[src/rtl/aud_play_ctrl.sv]
`default_nettype none
// +--------------------------------------------------------------------------+
// | Module   : aud_play_ctrl                                                 |
// | Purpose  : Playback sequencer for the audio PWM datapath. Fetches        |
// |            samples from sample memory (req/gnt/rvalid), buffers them in  |
// |            a 2-entry prefetch FIFO and presents one duty value per       |
// |            programmable sample period, with loop, start/stop control and |
// |            done/underrun status.                                         |
// | Ports    : clk, rst_n              - clock, async active-low reset       |
// |            cfg_start_addr, cfg_len - clip location and length (samples)  |
// |            cfg_div, cfg_loop       - period = cfg_div+1, loop enable     |
// |            start, stop             - single-cycle control pulses         |
// |            mem_req/addr/gnt        - read request handshake              |
// |            mem_rvalid/rdata        - read response                       |
// |            duty_o, duty_tick       - duty value and its update strobe    |
// |            busy, done, underrun    - status                              |
// | Revision : 1.0 - initial release                                         |
// +--------------------------------------------------------------------------+
module aud_play_ctrl #(
   parameter int DATA_WIDTH = 8,
   parameter int ADDR_WIDTH = 18,
   parameter int DIV_WIDTH  = 16
) (
   input  logic                  clk,
   input  logic                  rst_n,
   input  logic [ADDR_WIDTH-1:0] cfg_start_addr,
   input  logic [ADDR_WIDTH-1:0] cfg_len,
   input  logic [DIV_WIDTH-1:0]  cfg_div,
   input  logic                  cfg_loop,
   input  logic                  start,
   input  logic                  stop,
   output logic                  mem_req,
   output logic [ADDR_WIDTH-1:0] mem_addr,
   input  logic                  mem_gnt,
   input  logic                  mem_rvalid,
   input  logic [DATA_WIDTH-1:0] mem_rdata,
   output logic [DATA_WIDTH-1:0] duty_o,
   output logic                  duty_tick,
   output logic                  busy,
   output logic                  done,
   output logic                  underrun
);

   typedef enum logic [1:0] {
      ST_IDLE    = 2'd0,
      ST_PREFILL = 2'd1,
      ST_PLAY    = 2'd2,
      ST_ABORT   = 2'd3
   } state_t;

   localparam logic [ADDR_WIDTH-1:0] c_addr_one = ADDR_WIDTH'(1);
   localparam logic [DIV_WIDTH-1:0]  c_div_one  = DIV_WIDTH'(1);

   state_t                r_state;
   state_t                w_state_nxt;

   // Shadow configuration, captured when start is accepted
   logic [ADDR_WIDTH-1:0] r_start_addr;
   logic [ADDR_WIDTH-1:0] r_len;
   logic [DIV_WIDTH-1:0]  r_div;
   logic                  r_loop;

   // Fetch engine
   logic [ADDR_WIDTH-1:0] r_addr;
   logic [ADDR_WIDTH-1:0] r_fetch_rem;
   logic                  r_out;       // granted, awaiting rvalid
   logic                  r_pend;      // in ABORT: request still awaiting gnt

   // Prefetch FIFO
   logic [DATA_WIDTH-1:0] r_fifo [2];
   logic                  r_rptr;
   logic                  r_wptr;
   logic [1:0]            r_count;

   // Playback
   logic [ADDR_WIDTH-1:0] r_play_rem;  // samples left including the one on duty_o
   logic [DIV_WIDTH-1:0]  r_cnt;
   logic [DATA_WIDTH-1:0] r_duty;
   logic                  r_tick;
   logic                  r_done;
   logic                  r_underrun;

   logic                  w_fetching;
   logic                  w_fetch_req;
   logic                  w_gnt_acc;
   logic                  w_push;
   logic                  w_avail;
   logic [DATA_WIDTH-1:0] w_head;
   logic                  w_out_nxt;
   logic                  w_pend_nxt;
   logic                  w_pop;
   logic                  w_take;
   logic                  w_store;
   logic                  w_flush;
   logic                  w_load;
   logic                  w_tick_nxt;
   logic                  w_done_nxt;
   logic [DATA_WIDTH-1:0] w_duty_nxt;
   logic [DIV_WIDTH-1:0]  w_cnt_nxt;
   logic [ADDR_WIDTH-1:0] w_play_rem_nxt;
   logic                  w_underrun_nxt;

   assign w_fetching  = (r_state == ST_PREFILL) || (r_state == ST_PLAY);
   // Occupancy + outstanding < 2, with at most one request in flight
   assign w_fetch_req = w_fetching && !r_out && (r_count < 2'd2) && (r_fetch_rem != '0);
   assign mem_req     = w_fetch_req || ((r_state == ST_ABORT) && r_pend);
   assign mem_addr    = r_addr;
   assign w_gnt_acc   = mem_req && mem_gnt;
   assign w_out_nxt   = (r_out && !mem_rvalid) || w_gnt_acc;

   // Response data lands in the FIFO; when the FIFO is empty a pop in the
   // same cycle takes the arriving word directly so no cycle is lost.
   assign w_push  = w_fetching && r_out && mem_rvalid;
   assign w_avail = (r_count != 2'd0) || w_push;
   assign w_head  = (r_count != 2'd0) ? r_fifo[r_rptr] : mem_rdata;
   assign w_take  = w_pop && (r_count != 2'd0);
   assign w_store = w_push && !(w_pop && (r_count == 2'd0));

   assign duty_o    = r_duty;
   assign duty_tick = r_tick;
   assign busy      = (r_state != ST_IDLE);
   assign done      = r_done;
   assign underrun  = r_underrun;

   always_ff @(posedge clk or negedge rst_n) begin
      if (!rst_n) begin
         r_state <= ST_IDLE;
      end else begin
         r_state <= w_state_nxt;
      end
   end

   always_comb begin
      w_state_nxt    = r_state;
      w_pend_nxt     = 1'b0;
      w_pop          = 1'b0;
      w_flush        = 1'b0;
      w_load         = 1'b0;
      w_tick_nxt     = 1'b0;
      w_done_nxt     = 1'b0;
      w_duty_nxt     = r_duty;
      w_cnt_nxt      = r_cnt;
      w_play_rem_nxt = r_play_rem;
      w_underrun_nxt = r_underrun;
      case (r_state)
         ST_IDLE: begin
            if (start && !stop) begin
               w_underrun_nxt = 1'b0;
               if (cfg_len == '0) begin
                  w_done_nxt = 1'b1;
               end else begin
                  w_load         = 1'b1;
                  w_play_rem_nxt = cfg_len;
                  w_state_nxt    = ST_PREFILL;
               end
            end
         end
         ST_PREFILL, ST_PLAY: begin
            if (stop) begin
               w_flush     = 1'b1;
               w_duty_nxt  = '0;
               w_pend_nxt  = mem_req && !mem_gnt;
               w_state_nxt = (w_out_nxt || w_pend_nxt) ? ST_ABORT : ST_IDLE;
            end else if (r_state == ST_PREFILL) begin
               // First sample goes out as soon as it arrives; it does not
               // consume play_remaining, which counts the sample on duty_o.
               if (w_avail) begin
                  w_pop       = 1'b1;
                  w_duty_nxt  = w_head;
                  w_tick_nxt  = 1'b1;
                  w_cnt_nxt   = r_div;
                  w_state_nxt = ST_PLAY;
               end
            end else if (r_cnt != '0) begin
               w_cnt_nxt = r_cnt - c_div_one;
            end else if ((r_play_rem == c_addr_one) && !r_loop) begin
               w_done_nxt  = 1'b1;
               w_duty_nxt  = '0;
               w_flush     = 1'b1;
               w_state_nxt = ST_IDLE;
            end else if (w_avail) begin
               w_pop          = 1'b1;
               w_duty_nxt     = w_head;
               w_tick_nxt     = 1'b1;
               w_cnt_nxt      = r_div;
               w_play_rem_nxt = (r_play_rem == c_addr_one) ? r_len : (r_play_rem - c_addr_one);
            end else begin
               // Counter parks at 0 so the pop is retried every cycle
               w_underrun_nxt = 1'b1;
            end
         end
         ST_ABORT: begin
            w_pend_nxt = r_pend && !mem_gnt;
            if (!w_pend_nxt && !w_out_nxt) begin
               w_state_nxt = ST_IDLE;
            end
         end
         default: begin
            w_state_nxt = ST_IDLE;
         end
      endcase
   end

   always_ff @(posedge clk or negedge rst_n) begin
      if (!rst_n) begin
         r_start_addr <= '0;
         r_len        <= '0;
         r_div        <= '0;
         r_loop       <= 1'b0;
         r_addr       <= '0;
         r_fetch_rem  <= '0;
         r_out        <= 1'b0;
         r_pend       <= 1'b0;
         r_fifo[0]    <= '0;
         r_fifo[1]    <= '0;
         r_rptr       <= 1'b0;
         r_wptr       <= 1'b0;
         r_count      <= 2'd0;
         r_play_rem   <= '0;
         r_cnt        <= '0;
         r_duty       <= '0;
         r_tick       <= 1'b0;
         r_done       <= 1'b0;
         r_underrun   <= 1'b0;
      end else begin
         r_out      <= w_out_nxt;
         r_pend     <= w_pend_nxt;
         r_play_rem <= w_play_rem_nxt;
         r_cnt      <= w_cnt_nxt;
         r_duty     <= w_duty_nxt;
         r_tick     <= w_tick_nxt;
         r_done     <= w_done_nxt;
         r_underrun <= w_underrun_nxt;

         if (w_load) begin
            r_start_addr <= cfg_start_addr;
            r_len        <= cfg_len;
            r_div        <= cfg_div;
            r_loop       <= cfg_loop;
            r_addr       <= cfg_start_addr;
            r_fetch_rem  <= cfg_len;
         end else if (w_fetch_req && mem_gnt) begin
            if ((r_fetch_rem == c_addr_one) && r_loop) begin
               r_addr      <= r_start_addr;
               r_fetch_rem <= r_len;
            end else begin
               r_addr      <= r_addr + c_addr_one;
               r_fetch_rem <= r_fetch_rem - c_addr_one;
            end
         end

         if (w_flush) begin
            r_rptr  <= 1'b0;
            r_wptr  <= 1'b0;
            r_count <= 2'd0;
         end else begin
            if (w_store) begin
               r_fifo[r_wptr] <= mem_rdata;
               r_wptr         <= ~r_wptr;
            end
            if (w_take) begin
               r_rptr <= ~r_rptr;
            end
            r_count <= r_count + {1'b0, w_store} - {1'b0, w_take};
         end
      end
   end

endmodule
`default_nettype wire

[config.mk]
export PLATFORM = sky130hd
export DESIGN_NAME = aud_play_ctrl
export DESIGN_NICKNAME = d
export VERILOG_FILES = /design/src/rtl/aud_play_ctrl.sv
export SDC_FILE = /design/constraint.sdc
export NUM_CORES = 1
export LEC_CHECK = 0
export BUFFER_PORTS_ARGS = -buffer_cell sky130_fd_sc_hd__buf_2
export CORE_MARGIN = 2
export CORE_UTILIZATION = 56
export CTS_CLUSTER_SIZE = 8
export DETAILED_ROUTE_END_ITERATION = 12
export HOLD_SLACK_MARGIN = 0.05
export PLACE_DENSITY = 0.75
export SLEW_MARGIN = 30
export SYNTH_ARGS = -nofsm -noshare
export SYNTH_HDL_FRONTEND = slang
export SYNTH_SLANG_ARGS = --single-unit
[constraint.sdc]
create_clock -name clk -period 7.14 [get_ports clk]
set_input_delay 0.357 -clock clk [delete_from_list [all_inputs] [get_ports clk]]
set_output_delay 0.357 -clock clk [all_outputs]
set_load 0.03 [all_outputs]
* Yosys cells after proc, flatten, opt, wreduce, memory -nomap -nowiden
Index checks and enable logic that the tools add are counted.
** Word-level totals
- Register bits :: 158
- Bits in latches :: 0
- RAM bits :: 0
- Memory bits (read-only) :: 0
- Input port bits :: 67
- Output and inout bits :: 31
- Word-level logic and storage cells :: 178
- Memories :: 0
** Operators by class
- $add $sub $neg :: 6
- Multiply operators :: 0
- Div/mod/pow operators :: 0
- $lt $le $gt $ge :: 4
- Equality and inequality tests :: 19
- Shift operators :: 0
- Mux-type cells :: 73
- Bitwise logic cells :: 6
- Reduce and logical (&&, ||, !) cells :: 50
** Operators by type and width (number)
- 18-bit 2-to-1 mux :: 14
- 8-bit 2-to-1 mux :: 10
- 16-bit 2-to-1 mux :: 4
- 18-bit by 1-bit equality test with 1-bit output, second input constant :: 2
- 18-bit one-hot mux with 2 select lines :: 1
- 18-bit by 1-bit subtractor with 18-bit output, second input constant :: 2
- 1-bit 2-to-1 mux :: 28
- 2-bit 2-to-1 mux :: 10
- 1-bit logical AND :: 19
- 18-bit by 1-bit adder with 18-bit output, second input constant :: 1
- 18-bit logical NOT :: 1
- 18-bit nonzero test :: 1
- 16-bit bitwise mux :: 1
- 2-bit inequality test, second input constant :: 8
- 16-bit nonzero test :: 1
- 16-bit by 1-bit subtractor with 16-bit output, second input constant :: 1
- 4-bit inequality test, second input constant :: 3
- 2-bit nonzero test :: 6
- 8-bit demux with 1-bit select :: 1
- 1-bit logical NOT :: 8
- 8-bit AND reduction :: 1
- 7-bit AND reduction :: 1
- 3-bit inequality test, second input constant :: 2
- 1-bit one-hot mux with 2 select lines :: 3
- 17 further kinds :: 29

* Longest topological paths before layout
Gate-level depths: netlist (run 1).
- Depth in word-level cells :: 17
- Depth in mapped cells :: 13
- Depth with buffers taken out :: 12

* Worst setup path before layout (run 1)
Ideal clock, no wire load.
- Kind :: flip-flop to flip-flop
- Start :: reg r_cnt[7]
- End :: reg r_count[1]
- Arrival :: 2.681 ns
- Required time :: 7.021 ns
- Path slack :: 4.340 ns
- Cell stages (with the launch flop) :: 11
- Path buffers :: 0
- Path through :: dfrtp_1 > or4_4 > or4_4 > or2b_1 > a31o_2 > ha_1 > inv_1 > ha_1 > xor2_1 > xnor2_1 > nor2_1
** On the way
- Word-level cells in the longest chain between the ends :: 11
- Elaborated cells on any way between the ends :: 16
- Those cells by class :: 2 x add/sub; 9 x mux; 5 x reduce/logical
** RTL lines
- start, declared :: RTL line 77 : logic [DIV_WIDTH-1:0] r_cnt;
- start signal, assigned :: RTL line 229 : r_cnt <= w_cnt_nxt;
- 16-bit nonzero test (*) :: RTL line 174 : end else if (r_cnt != '0) begin
- 1-bit 2-to-1 mux :: RTL line 174
- 1-bit 2-to-1 mux :: RTL line 164 : end else if (r_state == ST_PREFILL) begin
- 1-bit 2-to-1 mux :: RTL line 159 : if (stop) begin
- 1-bit 2-to-1 mux :: RTL line 145 : case (r_state)
- 1-bit logical AND :: RTL line 117 : assign w_store = w_push && !(w_pop && (r_count == 2'd0));
- 1-bit logical NOT :: RTL line 117
- 1-bit logical AND :: RTL line 117
- 2-bit by 1-bit adder with 2-bit output :: RTL line 264 : r_count <= r_count + {1'b0, w_store} - {1'b0, w_take};
- 2-bit by 1-bit subtractor with 2-bit output :: RTL line 264
- 2-bit 2-to-1 mux (*) :: RTL line 252 : if (w_flush) begin
- end signal, assigned :: RTL line 264
- end, declared :: RTL line 73 : logic [1:0] r_count;
Every way passes the cells marked *; elsewhere a longest branch is shown, timed or not.
A chain may end at the register's enable or synchronous reset.

* Worst setup path after layout (run 1)
- Start :: reg r_cnt[0]
- End :: reg r_count[1]
The elaborated chain is that of the path after synthesis.

==> metrics, run 1 <==
status finished, violations left; failing checks hold timing; Post-Syn Area 9000 sq um; CTS Buf Count 17; cts repair resizes 0; final period utilization 46.2%; GPL Wtd Cong 0.927; clock network fraction of design power 20.9%; H-Tree Depth 4; DRT Pass-1 Iters 5; Mapped Avg Cell Area just under 9 sq um; Comb pwr share 41.9%; DR DRC count 0; Async SR Flop Fraction 100%; Synth area leader dfrtp_1; cts hold-fix bufs 0; NetSw 0.00197 W; die height around 130 um; Yosys cell types 78; minimum setup slack among reg-to-reg paths 3.84 ns; Crit Path Class flip-flop to flip-flop; Lkg Pwr approximately 4.6 nW; Placed Area between 9000 and 10000 sq um; Final setup viols 0; RSZ-0062 raised after global routing false; via count a little over 8000; first-pass GRT wire length 39.0 mm; I/O Pins 98; n_diodes 0; Yosys warnings 0; # port buffers 97; total design power around 0.0046 W; Highest Clock Rate 303 MHz; Final Hold Vio Count 2; Worst setup EP type flip-flop; Root Buffer clkbuf_16; sequential power share 37.3%; antenna-violating nets left 0; post-CTS setup buffer count 0; hold slack -0.00867 ns; P&R area growth vs syn 14.1%; crit path DAT 3.62 ns; CP max FO 12; synth top area cells dfrtp_1 44%, nand2_1 8.4%, o21ai_0 4.7%; Synth top cells by count 201 x nand2_1, 158 x dfrtp_1, 92 x nor2_1; startpoint type of the worst setup path flip-flop; initial antenna violation count 0; routed vias/inst 6.14; layout cells sized above 1 18.3%; worst relative slew slack a little over a third; Primary FF master, synth dfrtp_1; Rows 46; Cells after DPL roughly 1300; fin cells 1336; Design Area, Final 10300 sq um; final setup TNS 0 ns; P per Cell Area 447 nW/um^2; Synth Instances 1037; GR Overflow Total 0; Clock transition at path regs roughly 0.06 ns; number of synthesized flops with an enable pin 0; clock skew 0.00827 ns; CTS tree yes; top-count cell post-synth nand2_1; DR WL/cell 18.0 um; DIE AREA 17100 sq um; vias in the first global route 7666; HPWL Detailed 16.2 mm; synthesized net count 1118; nets@finish 1188; Worst Hold Class primary input to async pin; post-layout min period about 3.3 ns; largest net degree at the start of global routing slightly below 100; register area share after synthesis 43.9%; Sw Ratio between 40% and 50%; maximum vdd drop 0.255 mV; Internal Power 0.00263 W; max cap viols 0; CTS sink cnt 158; WP data required 7.46 ns; Post-Route WL 24.0 mm; Yosys reg bits about 160; initial core utilization between 50% and 60%; gr usage total 29.0%; max-slew violations 0; worst-margin pin slew roughly 0.97 ns; top cell type's share of synthesized area 43.9%; DRC violation total after the first TritonRoute iteration approximately 910; Worst-Skew Late Latency 0.43 ns; die width 131 um; Clock Path Buffers 2; Core ar. 15800 sq um
-- worst max-delay path, stage by stage (launching register included) --
cell and delay (ns):
dfrtp_1 0.43, inv_1 0.10, ha_1 0.17, or3b_2 0.46, or4_4 0.50, or2b_1 0.48
a31o_2 0.25, ha_1 0.23, inv_1 0.06, ha_1 0.14, xor2_1 0.17, xnor2_1 0.14
nor2_1 0.06
-- sequential cells by signal, summed over array words and instances (netlist names) --
name	cells
r_state	2
r_div	16
done	1
r_loop	1
underrun	1
duty_o	8
mem_addr	18
r_fetch_rem	18
r_cnt	16
r_start_addr	18
duty_tick	1
r_pend	1
r_fifo	16
r_play_rem	18
r_count	2
r_rptr	1
r_out	1
r_wptr	1
r_len	18
-- power groups by stage --
stage | sequential [W] | combinational [W] | clock, W
CTS | 0.00170 | 0.00191 | 0.000974
detailed placement | 0.00171 | 0.00189 | 0
finish | 0.00171 | 0.00193 | 0.000959
global placement | 0.00170 | 0.00183 | 0
global route | 0.00176 | 0.00213 | 0.00101
floorplan | 0.00168 | 0.00136 | 0
-- worst paths after layout --
check | startpoint | endpoint | cells past startpoint
worst max-delay path | r_cnt[0] | r_count[1] | 12
worst min-delay path | rst_n | r_div[8] | 1
worst max register to register | r_cnt[0] | r_count[1] | 12
worst min register to register | r_start_addr[0] | r_start_addr[0] | 2
max in group asynchronous | rst_n | r_len[6] | 2
min in group clk | cfg_div[14] | r_div[14] | 3
-- logic make-up after synthesis --
group	synth area share, %
AO/OA/AOI/OAI	19.8
XOR/XNOR	1.07
adder cells (fa/ha/maj)	1.95
buffers and inverters	3.89
flip-flops	43.9
multiplexers	5.46
AND/OR/NAND/NOR	23.9
-- area by class of cell --
class | instances | area (sq um)
multi-input cells | 795 | 4730
inverters | 27 | 101
clock inverters | 12 | 159
clock buffers | 20 | 467
well taps | 216 | 270
repair buffers | 108 | 597
flip-flops and latches | 158 | 3950
fillers | 1292 | 5550
-- routing by layer --
layer	track usage, %	wire, um
met1	40.5	10700
met2	44.7	11100
met3	6.39	1480
met4	11.1	709
met5	0	0
-- cells in the final DEF, fill, tap and decap left out, types with 10 or more instances in the layout --
cell type  Yosys  layout
nor4_1        22      22
o21ai_0       84      83
inv_1         27      27
a21oi_1       51      50
mux2_2        23      23
o21a_1        12      11
nor2_1        92      91
buf_2          9      96
nor3_1        37      37
buf_4          2      10
o31ai_1       14      14
dfrtp_1      158     158
nand3_1       28      28
a22oi_1       11      11
ha_1          14      14
nand2_1      201     201
clkbuf_16      0      17
o221ai_1      11      11
-- per-stage QoR --
| step | hold WS, ns | setup slack (ns) | utilization (%) |
|---|---|---|---|
| floorplan | 0.0614 | 4.34 | - |
| global placement | 0.450 | 3.92 | 60.8 |
| detailed placement | 0.454 | 3.84 | 60.9 |
| CTS | 0.0661 | 3.85 | 64.9 |
| global route | 0.0581 | 3.57 | 64.9 |
| finish | -0.00867 | 3.84 | 64.9 |
(Power assumes the default switching activity.)
==> run 2: changes to the inputs <==
--- a/config.mk
+++ b/config.mk
@@ -7,7 +7,7 @@
 export LEC_CHECK = 0
 export BUFFER_PORTS_ARGS = -buffer_cell sky130_fd_sc_hd__buf_2
 export CORE_MARGIN = 2
-export CORE_UTILIZATION = 56
+export CORE_UTILIZATION = 54
 export CTS_CLUSTER_SIZE = 8
 export DETAILED_ROUTE_END_ITERATION = 12
 export HOLD_SLACK_MARGIN = 0.05
==> constraint.sdc (replaced) <==
create_clock -name clk -period 3 [get_ports clk]
set_input_delay 0.15 -clock clk [delete_from_list [all_inputs] [get_ports clk]]
set_output_delay 0.15 -clock clk [all_outputs]
set_load 0.03 [all_outputs]
==> metrics, run 2 (synthesis gave the netlist of run 1 again) <==
DR DRC count 0 (unchanged); CP Buf/Inv Count 2 (unchanged); clock skew 0.0104 ns (+0.00214 ns); DRC violation total after the first TritonRoute iteration 833 (-8.3%); Register Area 3950 sq um (unchanged); routed vias/inst 6.05 (-1.5%); sequential power share 36.3% (-1.0 points); Rows 47 (+2.2%); WP data required 3.32 ns (-4.14 ns); cell with the most instances on the worst path ha_1; Cells after DPL 1343 (+3.0%); status finished clean; die width 133 um (+1.8%); Worst-Skew Late Latency 0.43 ns (about the same); DRT Pass-1 Iters 5 (unchanged); I/O Pins 98 (unchanged); Clock Path Buffers 2 (unchanged); NetSw 0.00478 W (+140%); CTS Buf Count 17 (unchanged); nets@finish 1286 (+8.2%); gr usage total 29.4% (+0.37 points); Internal Power 0.00640 W (+140%); post-CTS setup buffer count 0 (unchanged); H-Tree Depth 4 (unchanged); area of the multi-input gates 4740 sq um (+0.34%); antenna-violating nets left 0 (unchanged); # port buffers 97 (unchanged); Final Hold Vio Count 0 (-2); P per Cell Area 999 nW/um^2 (+120%); layout cells sized above 1 19.7% (+1.4 points); DR WL/cell 17.9 um (-0.30%); die height 133 um (+1.8%); crit path cell chain inv_2 -> ha_1 -> or3b_2 -> or4_4 -> or2b_1 -> a31o_2 -> ha_1 -> inv_1 -> ha_1 -> xor2_1 -> xnor2_1 -> nor2_1; GPL Wtd Cong 0.926 (-0.13%); DIE AREA 17700 sq um (+3.6%); Sw Ratio 42.8% (-0.082 points); post-layout min period 2.83 ns (-0.476 ns); GR Overflow Total 0 (unchanged); Final setup viols 0 (unchanged); crit path max-delay cell type or3b_2; first-pass GRT wire length 41.9 mm (+7.4%); fin cells 1438 (+7.6%); most frequent cells in the layout 201 x nand2_1, 158 x dfrtp_1, 96 x buf_2; Root Buffer clkbuf_16; n_diodes 0 (unchanged); Crit Path Class flip-flop to flip-flop; Worst Hold Class primary input to flip-flop; CP max FO 4 (-8); Largest stage delay, worst path 0.46 ns (-0.04 ns); startpoint type of the worst setup path flip-flop; Comb pwr share 44.2% (+2.3 points); Worst setup EP type flip-flop; vias in the first global route 8267 (+7.8%); CTS sink cnt 158 (unchanged); clock network fraction of design power 19.5% (-1.4 points); HPWL Detailed 17.1 mm (+5.9%); Lkg Pwr 5.08 nW (+9.4%); CTS tree yes; Highest Clock Rate 354 MHz (+17%); worst-margin pin slew 0.814 ns (-0.155 ns); largest net degree at the start of global routing 69 (-29%); initial core utilization 54.7% (-2.2 points); CP top delay family simple AND/OR/NAND/NOR gates; crit path DAT 3.14 ns (-0.48 ns); Placed Area 9940 sq um (+3.1%); via count 8705 (+6.1%); commonest non-fill, non-tap cell in the layout nand2_1; final period utilization 94.2% (+48 points); final setup TNS 0 ns (unchanged); Core ar. 16500 sq um (+4.0%); RSZ-0062 raised after global routing false; max-slew violations 0 (unchanged); total design power 0.0112 W (+140%); Post-Route WL 25.7 mm (+7.3%); Fill cells 1342 (+3.9%); P&R area growth vs syn 24.2%; initial antenna violation count 0 (unchanged); max cap viols 0 (unchanged); Design Area, Final 11200 sq um (+8.9%); worst relative slew slack 45.5% (+10 points); Clock transition at path regs 0.06 ns (about the same); maximum vdd drop 0.482 mV (+89%)
[run 2: cell count changes in the layout (fill, tap and decap cells not counted), sizes merged]
cell / before / now
buf: 107 / 143
bufinv: 3 / 2
clkbuf: 21 / 20
clkinv: 5 / 8
clkinvlp: 2 / 0
dlygate4sd3: 0 / 63
[run 2: layout make-up]
| class | instances | share of cell area (%) |
|---|---|---|
| multi-input cells | 795 | 42.4 |
| flip-flops and latches | 158 | 35.3 |
| clock inverters | 12 | 1.22 |
| inverters | 27 | 0.906 |
| well taps | 220 | 2.46 |
| clock buffers | 20 | 4.08 |
| repair buffers | 206 | 13.6 |
[run 2: repair_timing]
| action | 4_1_cts | 5_1_grt |
|---|---|---|
| hold buffers | 63 | 0 |
| endpoints found under the hold margin | 172 | 0 |
| resized for setup | 0 | 4 |
| setup endpoints to repair | 0 | 1 |
[run 2: power groups by stage]
stage / clock network, W / logic (W) / registers (W)
finish: 0.00218 / 0.00494 / 0.00406
global route: 0.00231 / 0.00546 / 0.00416
CTS: 0.00221 / 0.00490 / 0.00401
detailed placement: 0 / 0.00481 / 0.00402
global placement: 0 / 0.00468 / 0.00399
floorplan: 0 / 0.00323 / 0.00401
[run 2: worst paths after layout]
path                                 start               to  slack (ns)  depth (start not counted)
max                               r_cnt[1]       r_count[1]        0.17                         12
min                             mem_rvalid            r_out        0.13                          3
max reg2reg                       r_cnt[1]       r_count[1]        0.17                         12
min reg2reg                r_start_addr[3]  r_start_addr[3]        0.47                          2
max in group asynchronous            rst_n    r_play_rem[0]        1.77                          3
min in group asynchronous            rst_n         r_div[7]        0.29                          2
[run 2: stage by stage]
stage	setup slack (ns)	hold slack [ns]	util, %
after floorplan	0.200	-0.146	-
final	0.174	0.134	67.9
after global routing	0.0142	0.133	67.9
after global placement	0.138	0.199	60.4
after detailed placement	0.118	0.203	60.4
after CTS	0.106	0.109	67.8
[run 2: worst reg2reg max path: stages, from the launching register on]
cell     delay (ns)
dfrtp_1        0.42
inv_2          0.09
ha_1           0.15
or3b_2         0.46
or4_4          0.44
or2b_1         0.19
a31o_2         0.19
ha_1           0.23
inv_1          0.05
ha_1           0.14
xor2_1         0.17
xnor2_1        0.13
nor2_1         0.05
[run 2: layer usage]
| layer | part of all wire [%] | global-route usage (%) | routed length, um |
|---|---|---|---|
| met4 | 2.3 | 10.0 | 595 |
| met3 | 5.1 | 4.22 | 1300 |
| met2 | 49 | 49.3 | 12700 |
| met1 | 43 | 39.5 | 11200 |
| met5 | 0 | 0 | 0 |
